**config.mk**
```make
export PLATFORM = sky130hd
export DESIGN_NAME = lpddr3_dm_lane_tx_sched
export DESIGN_NICKNAME = d
export VERILOG_FILES = /design/src/rtl/lpddr3_dm_lane_tx_sched.sv
export SDC_FILE = /design/constraint.sdc
export NUM_CORES = 1
export LEC_CHECK = 0
export BUFFER_PORTS_ARGS = -buffer_cell sky130_fd_sc_hd__buf_2
export CORE_AREA = 4 4 193 195
export CTS_BUF_LIST = sky130_fd_sc_hd__clkbuf_8
export DETAILED_ROUTE_END_ITERATION = 10
export DIE_AREA = 0 0 197 199
export SLEW_MARGIN = 5
export SYNTH_ARGS = -nofsm -noshare
export SYNTH_HDL_FRONTEND = slang
export SYNTH_SLANG_ARGS = --single-unit
```
**constraint.sdc**
```tcl
create_clock -name FAB_CLK -period 7.8 [get_ports FAB_CLK]
set_clock_uncertainty 0.05 [all_clocks]
set_input_delay 0.78 -clock FAB_CLK [delete_from_list [all_inputs] [get_ports FAB_CLK]]
set_output_delay 0.78 -clock FAB_CLK [all_outputs]
set_load 0.05 [all_outputs]
```
**src/rtl/lpddr3_dm_lane_tx_sched.sv**
```systemverilog
`timescale 1ns/1ps
// lpddr3_dm_lane_tx_sched
// Write-path scheduler feeding the LPDDR3 DM lane IOD. Each accepted
// data-mask word is timestamped with (now + WL) and issued in FIFO order
// when the free-running 5-bit cycle counter reaches that stamp.
// The bursts are then shaped into TX_DATA_0, OE_DATA_0 and ODT_EN_0.
//
// Ports
//   FAB_CLK     fabric clock, rising edge
//   ARST_N      asynchronous active-low reset
//   CFG_WL      write latency (legal 2..WL_MAX), sampled while idle
//   WR_VALID    burst request
//   WR_READY    burst accepted on an edge where WR_VALID && WR_READY
//   WR_MASK     DM bits for beats 0..7 (bit0 = first beat)
//   TX_DATA_0   DM serial word to IOD
//   OE_DATA_0   output enable per HS_IO_CLK period (bit0 = earliest)
//   ODT_EN_0    on-die termination enable
//   BUSY        queue non-empty, ODT window open or postamble pending
//   ERR_WL      sticky: write attempted with an illegal latency
//   STAT_BURSTS issued-burst counter (LPDDR3_DM_TX_STATS_EN only)
//   STAT_MASKED issued bursts with nonzero mask (LPDDR3_DM_TX_STATS_EN only)
//
// Optional feature macro: LPDDR3_DM_TX_STATS_EN
module lpddr3_dm_lane_tx_sched #(
  parameter int unsigned WL_MAX    = 16,
  parameter int unsigned QDEPTH    = 16,
  parameter int unsigned ODT_LEAD  = 1,
  parameter int unsigned ODT_TRAIL = 1
) (
  input  logic       FAB_CLK,
  input  logic       ARST_N,
  input  logic [4:0] CFG_WL,
  input  logic       WR_VALID,
  output logic       WR_READY,
  input  logic [7:0] WR_MASK,
  output logic [7:0] TX_DATA_0,
  output logic [3:0] OE_DATA_0,
  output logic       ODT_EN_0,
  output logic       BUSY,
  output logic       ERR_WL
`ifdef LPDDR3_DM_TX_STATS_EN
  ,
  output logic [15:0] STAT_BURSTS,
  output logic [15:0] STAT_MASKED
`endif
);

  localparam int unsigned AW = (QDEPTH > 1) ? $clog2(QDEPTH) : 1;
  localparam int unsigned TW = (ODT_TRAIL > 0) ? ODT_TRAIL : 1;
  localparam logic [4:0]  C_WLMAX = 5'(WL_MAX);
  localparam logic [AW:0] C_DEPTH = (AW+1)'(QDEPTH);

  logic [4:0]    r_ts;
  logic [4:0]    r_wl;
  logic          r_live;
  logic [7:0]    r_qmask [QDEPTH];
  logic [4:0]    r_qts   [QDEPTH];
  logic [AW-1:0] r_wr;
  logic [AW-1:0] r_rd;
  logic [AW:0]   r_cnt;
  logic          r_burst;
  logic [TW-1:0] r_hist;
  logic [7:0]    r_tx;
  logic [3:0]    r_oe;
  logic          r_odt;
  logic          r_err;

  logic          w_wl_ok;
  logic          w_full;
  logic          w_pop;
  logic          w_ready;
  logic          w_push;
  logic          w_pre;
  logic          w_lead;
  logic          w_trail;
  logic          w_busy;
  logic [7:0]    w_tx_nxt;
  logic [3:0]    w_oe_nxt;
  logic          w_odt_nxt;

  function automatic logic [AW-1:0] f_inc(input logic [AW-1:0] p);
    return (32'(p) == QDEPTH - 1) ? '0 : p + AW'(1);
  endfunction

  assign w_wl_ok = (r_wl >= 5'd2) && (r_wl <= C_WLMAX);
  assign w_full  = (r_cnt == C_DEPTH);
  assign w_pop   = (r_cnt != '0) && (r_qts[r_rd] == r_ts);
  // A pop on this edge frees a slot, so a full queue can still accept.
  assign w_ready = r_live && w_wl_ok && (!w_full || w_pop);
  assign w_push  = WR_VALID && w_ready;

  // Look ahead through the queue: preamble if a burst issues on the next
  // edge, ODT lead if one issues within ODT_LEAD edges. An entry being
  // accepted this edge is included so an oversized lead clips to accept.
  always_comb begin
    logic [4:0]  v_dist;
    int unsigned v_k;
    w_pre  = 1'b0;
    w_lead = 1'b0;
    v_dist = '0;
    v_k    = 0;
    for (int unsigned i = 0; i < QDEPTH; i++) begin
      v_k    = (32'(r_rd) + i) % QDEPTH;
      v_dist = r_qts[v_k[AW-1:0]] - r_ts;
      if (i < 32'(r_cnt)) begin
        if (v_dist == 5'd1) w_pre = 1'b1;
        if ((v_dist != 5'd0) && (32'(v_dist) <= ODT_LEAD)) w_lead = 1'b1;
      end
    end
    if (w_push && (32'(r_wl) <= ODT_LEAD)) w_lead = 1'b1;
  end

  assign w_trail   = (ODT_TRAIL > 0) ? (|r_hist) : 1'b0;
  assign w_odt_nxt = w_pop || w_lead || w_trail;
  assign w_oe_nxt  = w_pop ? 4'b1111 : {w_pre, 2'b00, r_burst};
  assign w_tx_nxt  = w_pop ? r_qmask[r_rd] : '0;
  assign w_busy    = (r_cnt != '0) || r_odt || r_burst;

  always_ff @(posedge FAB_CLK or negedge ARST_N) begin
    if (!ARST_N) begin
      r_ts    <= '0;
      r_wl    <= '0;
      r_live  <= 1'b0;
      r_wr    <= '0;
      r_rd    <= '0;
      r_cnt   <= '0;
      r_burst <= 1'b0;
      r_hist  <= '0;
      r_tx    <= '0;
      r_oe    <= '0;
      r_odt   <= 1'b0;
      r_err   <= 1'b0;
    end else begin
      r_live <= 1'b1;
      r_ts   <= r_ts + 5'd1;
      if (!w_busy) r_wl <= CFG_WL;
      if (WR_VALID && r_live && !w_wl_ok) r_err <= 1'b1;
      if (w_push) r_wr <= f_inc(r_wr);
      if (w_pop)  r_rd <= f_inc(r_rd);
      case ({w_push, w_pop})
        2'b10:   r_cnt <= r_cnt + (AW+1)'(1);
        2'b01:   r_cnt <= r_cnt - (AW+1)'(1);
        default: r_cnt <= r_cnt;
      endcase
      r_burst <= w_pop;
      r_hist  <= TW'({r_hist, w_pop});
      r_tx    <= w_tx_nxt;
      r_oe    <= w_oe_nxt;
      r_odt   <= w_odt_nxt;
    end
  end

  always_ff @(posedge FAB_CLK) begin
    if (w_push) begin
      r_qmask[r_wr] <= WR_MASK;
      r_qts[r_wr]   <= r_ts + r_wl;
    end
  end

`ifdef LPDDR3_DM_TX_STATS_EN
  logic [15:0] r_stat_b;
  logic [15:0] r_stat_m;

  always_ff @(posedge FAB_CLK or negedge ARST_N) begin
    if (!ARST_N) begin
      r_stat_b <= '0;
      r_stat_m <= '0;
    end else if (w_pop) begin
      if (r_stat_b != '1) r_stat_b <= r_stat_b + 16'd1;
      if ((r_qmask[r_rd] != '0) && (r_stat_m != '1)) r_stat_m <= r_stat_m + 16'd1;
    end
  end

  assign STAT_BURSTS = r_stat_b;
  assign STAT_MASKED = r_stat_m;
`endif

  assign WR_READY  = w_ready;
  assign TX_DATA_0 = r_tx;
  assign OE_DATA_0 = r_oe;
  assign ODT_EN_0  = r_odt;
  assign BUSY      = w_busy;
  assign ERR_WL    = r_err;

endmodule

```
==> summary.md, run 1 <==
| Metric | Value |
|---|---|
| Buffer count from post-CTS setup fixing | 0 |
| HP Class | in2async |
| Final routed wire length divided by cell count | 25.88 microns |
| Cell with the most instances after synthesis | edfxtp_1 |
| Post-CTS Hold Fix Bufs | 0 |
| Post-detail-place hpwl | 30.85 mm |
| First DRT Iteration DRCs | 753 |
| Antenna violations before repair | 0 |
| Port-buffer cells | 31 |
| Number of H-tree levels | 2 |
| Largest area contributor in the netlist | edfxtp_1 |
| Post-layout minimum cycle time | 6.270 ns |
| Via count normalized by instance count | between 6 and 7 |
| Actual slew at the worst max-slew pin | 1.190 ns |
| Clk pin slew, worst setup/hold paths | roughly 0.070 ns |
| Maximum number of pins on one net before global-route repair | 63 |
| Die area | 0.03920 sq mm |
| Peak clock frequency supported by timing | roughly 160 MHz |
| Worst vdd ir | 0.0002718 V |
| Num Clock Sinks | ~250 |
| Part of the Yosys area used for sequential elements | 0.4543 |
| Die height | around 200 microns |
| Number of buffers created by CTS | 38 |
| Mapped Cells | approximately 1000 |
| Unrepaired setup endpoints after global routing | false |
| Status | finished clean |
| Leak Pwr | roughly 6.3 nW |
| Highest-delay cell along the critical path | dfrtp_4 |
| Die extent in x | between 150 and 200 microns |
| Prevailing post-synth register cell | edfxtp_1 |
| Number of buffers between clock root and the deepest sink | 3 |
| Site Rows | just under 70 |
| Area growth from synthesis to layout | 8.783% |
| Io pins | 32 |
| Drt drc | 0 |
| Via count of the first global-routing pass | ~9600 |
| Post-Syn Area | about 0.016 sq mm |
| Portion of synthesized cell area occupied by the leading cell type | 0.3957 |
| Endpoint arrival time on the critical path | approximately 6.4 ns |
| Top fanout value on the critical path | 62 |
| Share of flip-flops with an asynchronous set or reset | 0.1510 |
| TritonCTS clock tree | done |
| Kind of launch point of the worst setup path | flop |
| Number of detailed-route iterations in the first pass | 5 |
| Headroom to the max-slew limit | 0.2039 |
| Crit share post-route | 0.8039 |
| Effective utilization at floorplan | 0.4460 |
| Total number of vias | ~9500 |
| Highest cell delay on the worst timing path | 1.10 ns |
| Final standard cell area without fillers | about 0.017 sq mm |
| Number of nets still failing antenna checks after routing | 0 |
| Total GRT Usage | 0.2118 |
| Cell area after placement | 0.01649 sq mm |
| Gp weighted congestion | 0.9091 |
| Count of cell types in the netlist | between 50 and 60 |
| Post-synth net total | between 1000 and 1500 |
| Count of nets after finishing | about 1200 |
| Area of the placeable core | 0.03540 sq mm |
| Path type of the worst setup path | reg2reg |
| Post-CTS Resized | 0 |
| Number of antenna diodes | 0 |
| Synth Register Bits | between 200 and 250 |
| Clock tree root driver cell | clkbuf_8 |
| Share of cells above drive strength 1 | 0.2572 |
| Commonest cells in the netlist | edfxtp_1, mux4_2, ha_1, mux2i_1, inv_1 |
| Total count of hold-check failures in the final report | 0 |
| Mean instance size in the synthesized netlist | approximately 15 sq um |
| Dominant cell type by count on the critical path | mux4_2 |
| Post-synth EDFFs | about 210 |
| Number of synthesis warnings | 0 |
| Power per Cell Area | ~450 mW/mm^2 |
| Worst path cell trace | buf_4 -> mux4_2 -> mux4_2 -> ha_1 -> nand4_1 -> a21oi_1 -> nand2_4 -> a41oi_2 -> and3_4 -> nand2_1 -> nor2_1 |
| Setup-failing EPs final | 0 |
| Slew Limit Fails | 0 |
| Total global routing overflow | 0 |
| Worst R2R Setup Slack | 1.53 ns |
| Critical Path Sink Type | flop |
| Max-cap violations | 0 |
| DRT Wirelength | 40.71 mm |
| Wire length of the first global-routing pass | 61.46 mm |
| Data required, critical path | 7.91 ns |
| Dominant cells by area after synthesis | edfxtp_1, mux4_2, ha_1 |
| Post-Route Setup TNS | 0 ns |
| Clock network latency to the later pin of the worst-skew pair | 0.56 ns |
[flip-flops by register name (all words and copies together), names as in the netlist]
register   flops
r_qmask      128
r_qts         80
TX_DATA_0      8
r_cnt          5
r_ts           5
r_wl           5
r_rd           4
r_wr           4
OE_DATA_0      3
ERR_WL         1
ODT_EN_0       1
r_live         1
[layout make-up]
type                       count  area [sq um]
clock buffer                  38         523.0
clock inverter                27         157.7
fill                        3062         18230
inverter                      63         236.5
multi-input combinational    689          8200
sequential                   245          7179
tap                          461         576.8
timing repair buffer          50         297.8
[stage by stage]
step / hold slack, ns / power, W / instances / util / setup slack [ns]
final: 0.2406 / 0.007670 / 1573 / 0.4851 / 1.530
after global routing: 0.2605 / 0.008280 / 1573 / 0.4851 / 1.098
after CTS: 0.2330 / 0.007732 / 1573 / 0.4850 / 1.445
after detailed placement: 0.4276 / 0.006729 / 1508 / 0.4657 / 1.444
after global placement: 0.4162 / 0.006648 / 1508 / 0.4657 / 1.667
after floorplan: 0.4344 / 0.005540 / 1049 / - / 1.599
[logic make-up after synthesis]
family                   Yosys count  share of synthesized area
AO/OA/AOI/OAI                    113                    0.04502
flip-flops                       245                     0.4543
multiplexers                     250                     0.2859
AND/OR/NAND/NOR                  141                    0.04661
XOR/XNOR                          81                    0.04756
buffers and inverters            115                    0.03060
adder cells (fa/ha/maj)          103                    0.08973
other                              1                  0.0002376
[where the power goes]
part           internal (W)  leakage, nW  switching (W)
clock              0.000492        0.374       0.000485
sequential          0.00163         2.34       0.000211
combinational       0.00228         3.58        0.00258
total               0.00440         6.29        0.00327
[critical path: cells and delay by family (launching register included)]
| family | cells | cell delay, ns |
|---|---|---|
| flip-flops | 1 | 1.10 |
| buffers and inverters | 1 | 0.41 |
| multiplexers | 2 | 1.08 |
| AO/OA/AOI/OAI | 2 | 1.11 |
| AND/OR/NAND/NOR | 5 | 1.75 |
| adder cells (fa/ha/maj) | 1 | 0.35 |
[final timing paths]
kind,from,to,cells after the start
max,r_rd[0],r_qmask[7][2],11
min,ARST_N,r_cnt[1],2
max reg2reg,r_rd[0],r_qmask[7][2],11
min reg2reg,ERR_WL,ERR_WL,1
max in group asynchronous,ARST_N,r_rd[1],2
min in group FAB_CLK,CFG_WL[2],r_wl[2],2
[cell usage in the layout, fill, tap and decap left out, drive strengths merged, types with 2 or more instances in the layout]
master / instances
a2111oi: 2
a211oi: 2
a21o: 28
a21oi: 41
a22oi: 2
a31o: 2
a31oi: 4
a41oi: 2
and2: 2
and3: 10
buf: 50
clkbuf: 38
clkinv: 14
clkinvlp: 2
dfrtp: 37
edfxtp: 208
fa: 17
ha: 86
inv: 73
mux2: 5
mux2i: 86
mux4: 159
nand2: 31
nand2b: 9
nand3: 19
nand4: 2
nand4b: 4
nor2: 28
nor2b: 10
nor3: 12
nor3b: 2
nor4: 6
o211ai: 2
o21a: 3
o21ai: 20
or3: 2
xnor2: 53
xor2: 28
[layer usage]
layer | global-route usage | vias to the layer above | share of wire
met2 | 0.3445 | 341 | 0.48
met1 | 0.2841 | 4845 | 0.41
met3 | 0.03574 | 88 | 0.059
met5 | 0 | - | 0
li1 | - | 4224 | -
met4 | 0.09117 | 0 | 0.048
No activity file was read; power rests on OpenSTA's default activity.
==> inputs of run 2 (changes only) <==
==> constraint.sdc (replaced) <==
create_clock -name FAB_CLK -period 6.15 [get_ports FAB_CLK]
set_clock_uncertainty 0.05 [all_clocks]
set_input_delay 0.615 -clock FAB_CLK [delete_from_list [all_inputs] [get_ports FAB_CLK]]
set_output_delay 0.615 -clock FAB_CLK [all_outputs]
set_load 0.05 [all_outputs]
==> run 2 against run 1 <==
Register-to-register slack got worse by 0.79 ns. Combinational power rose by 28%. First-iteration DRC count rose by 14%. Sequential power rose by 23%. Total power rose by 29%. Die area did not move. Clock power rose by 46%. Routed wire length rose by 0.36%. Sequential share of layout area fell by 0.80 points. Hold slack got worse by 0.15 ns. Via count rose by 2.1%.
==> summary.md, run 2 (synthesized netlist as in run 1, its figures left out) <==
| Metric | Value |
|---|---|
| Register bank with the most flops | r_qmask |
| Headroom to the max-slew limit | 0.2244 |
| Die extent in x | ~200 microns |
| Port-buffer cells | 31 |
| Most frequent cells in the layout | edfxtp_1, mux4_2, mux2i_1 |
| Smallest setup slack after layout | ~0.73 ns |
| HP Class | in2async |
| Share of cells above drive strength 1 | 0.2791 |
| Path type of the worst setup path | reg2reg |
| Io pins | 32 |
| Total GRT Usage | 0.2109 |
| Clock tree root driver cell | clkbuf_8 |
| Area growth from synthesis to layout | 10.90% |
| Count of nets after finishing | around 1200 |
| Num Clock Sinks | ~250 |
| Leak Pwr | approximately 6.5 nW |
| Data required, critical path | ~6.5 ns |
| Via count of the first global-routing pass | between 9000 and 10000 |
| Number of H-tree levels | 2 |
| Critical Path Sink Type | flop |
| Total global routing overflow | 0 |
| Peak clock frequency supported by timing | 184.7 MHz |
| Endpoint arrival time on the critical path | 5.76 ns |
| Drt drc | 0 |
| Die area | around 0.04 sq mm |
| Total count of hold-check failures in the final report | 0 |
| Final routed wire length divided by cell count | ~25 microns |
| Max-cap violations | 0 |
| Post-Route Setup TNS | 0 ns |
| Setup-failing EPs final | 0 |
| Status | finished clean |
| Number of buffers created by CTS | 41 |
| Clock network latency to the later pin of the worst-skew pair | between 0.5 and 0.6 ns |
| Commonest non-fill, non-tap cell in the layout | edfxtp_1 |
| Clk pin slew, worst setup/hold paths | around 0.060 ns |
| DRT Wirelength | approximately 41 mm |
| TritonCTS clock tree | done |
| Site Rows | just under 70 |
| First DRT Iteration DRCs | roughly 860 |
| Die height | 199 microns |
| Area of the placeable core | roughly 0.035 sq mm |
| Worst vdd ir | about 0.00034 V |
| Gp weighted congestion | between 0.8 and 0.9 |
| Number of buffers between clock root and the deepest sink | 3 |
| Filler instances | about 3000 |
| Maximum number of pins on one net before global-route repair | slightly above 60 |
| Via count normalized by instance count | about 6 |
| Actual slew at the worst max-slew pin | between 1 and 1.5 ns |
| Top fanout value on the critical path | 25 |
| Post-layout minimum cycle time | 5.415 ns |
| Total number of vias | 9700 |
| Crit share post-route | 0.8805 |
| Number of nets still failing antenna checks after routing | 0 |
| Post-CTS Hold Fix Bufs | 0 |
| Power per Cell Area | ~570 mW/mm^2 |
| Effective utilization at floorplan | 0.4460 |
| Antenna violations before repair | 2 |
| Post-placement cell count | 1536 |
| Unrepaired setup endpoints after global routing | false |
| Buffer count from post-CTS setup fixing | 0 |
| Number of cells in the finished layout apart from fillers | 1612 |
| Post-CTS Resized | 0 |
| Largest register FFs | 128 |
| Worst slack after detailed placement | 0.8100 ns |
| Number of detailed-route iterations in the first pass | 5 |
| Kind of launch point of the worst setup path | flop |
| Wire length of the first global-routing pass | 61.31 mm |
| Post-detail-place hpwl | between 20 and 30 mm |
| Slew Limit Fails | 0 |
run 2: layout make-up:
| cell class | count | area, sq um | share of cell area |
|---|---|---|---|
| Antenna cell | 1 | 2.502 | 0.0001429 |
| Clock buffer | 47 | 646.9 | 0.03695 |
| Clock inverter | 28 | 175.2 | 0.01001 |
| Inverter | 63 | 236.5 | 0.01351 |
| Multi-Input combinational cell | 689 | 8168 | 0.4666 |
| Sequential cell | 245 | 7179 | 0.4101 |
| Tap cell | 461 | 576.8 | 0.03295 |
| Timing Repair Buffer | 78 | 520.5 | 0.02973 |
run 2: stage by stage:
step           hold slack, ns  instance area (sq um)  power [W]  utilization
2_1_floorplan          0.2694                  15790   0.007028            -
3_5_place_dp           0.4339                  16680   0.008518       0.4713
5_1_grt                0.1033                  17510    0.01069       0.4946
4_1_cts               0.09092                  17500   0.009981       0.4945
3_3_place_gp           0.4514                  16680   0.008439       0.4713
6_report              0.09235                  17510   0.009906       0.4946
run 2: metal layers:
metal,up-vias,track usage,part of all wire
li1,4293,-,-
met1,5007,0.2969,0.43
met2,335,0.3356,0.47
met3,65,0.03438,0.057
met4,0,0.07524,0.035
met5,-,0,0
run 2: final timing paths:
path                                  to  cells after the start       from  slack, ns
worst max-delay path            ODT_EN_0                     17    r_rd[0]       0.73
worst min-delay path            r_cnt[3]                      2     ARST_N       0.09
worst max register to register  ODT_EN_0                     17    r_rd[0]       0.73
worst min register to register    ERR_WL                      1     ERR_WL       0.44
max in group asynchronous        r_rd[1]                      2     ARST_N       5.50
min in group FAB_CLK             r_wl[2]                      2  CFG_WL[2]       0.27
run 2: critical path: stages, from the launching register on:
cell and delay [ns]:
dfrtp_4 0.67, inv_2 0.21, ha_2 0.62, buf_4 0.31, mux4_2 0.42, mux4_2 0.47, inv_1 0.08, ha_1 0.13
inv_1 0.05, fa_1 0.40, a21o_1 0.18, a21oi_1 0.17, xor2_1 0.20, xnor2_1 0.08, nand3_1 0.13, o2111ai_1 0.13
nor4b_1 0.79, nand4b_1 0.17
run 2: power by group:
| group | switching (W) | total (W) | internal [W] |
|---|---|---|---|
| registers | 0.000196 | 0.00226 | 0.00206 |
| clock network | 0.000647 | 0.00143 | 0.000786 |
| logic | 0.00330 | 0.00622 | 0.00291 |
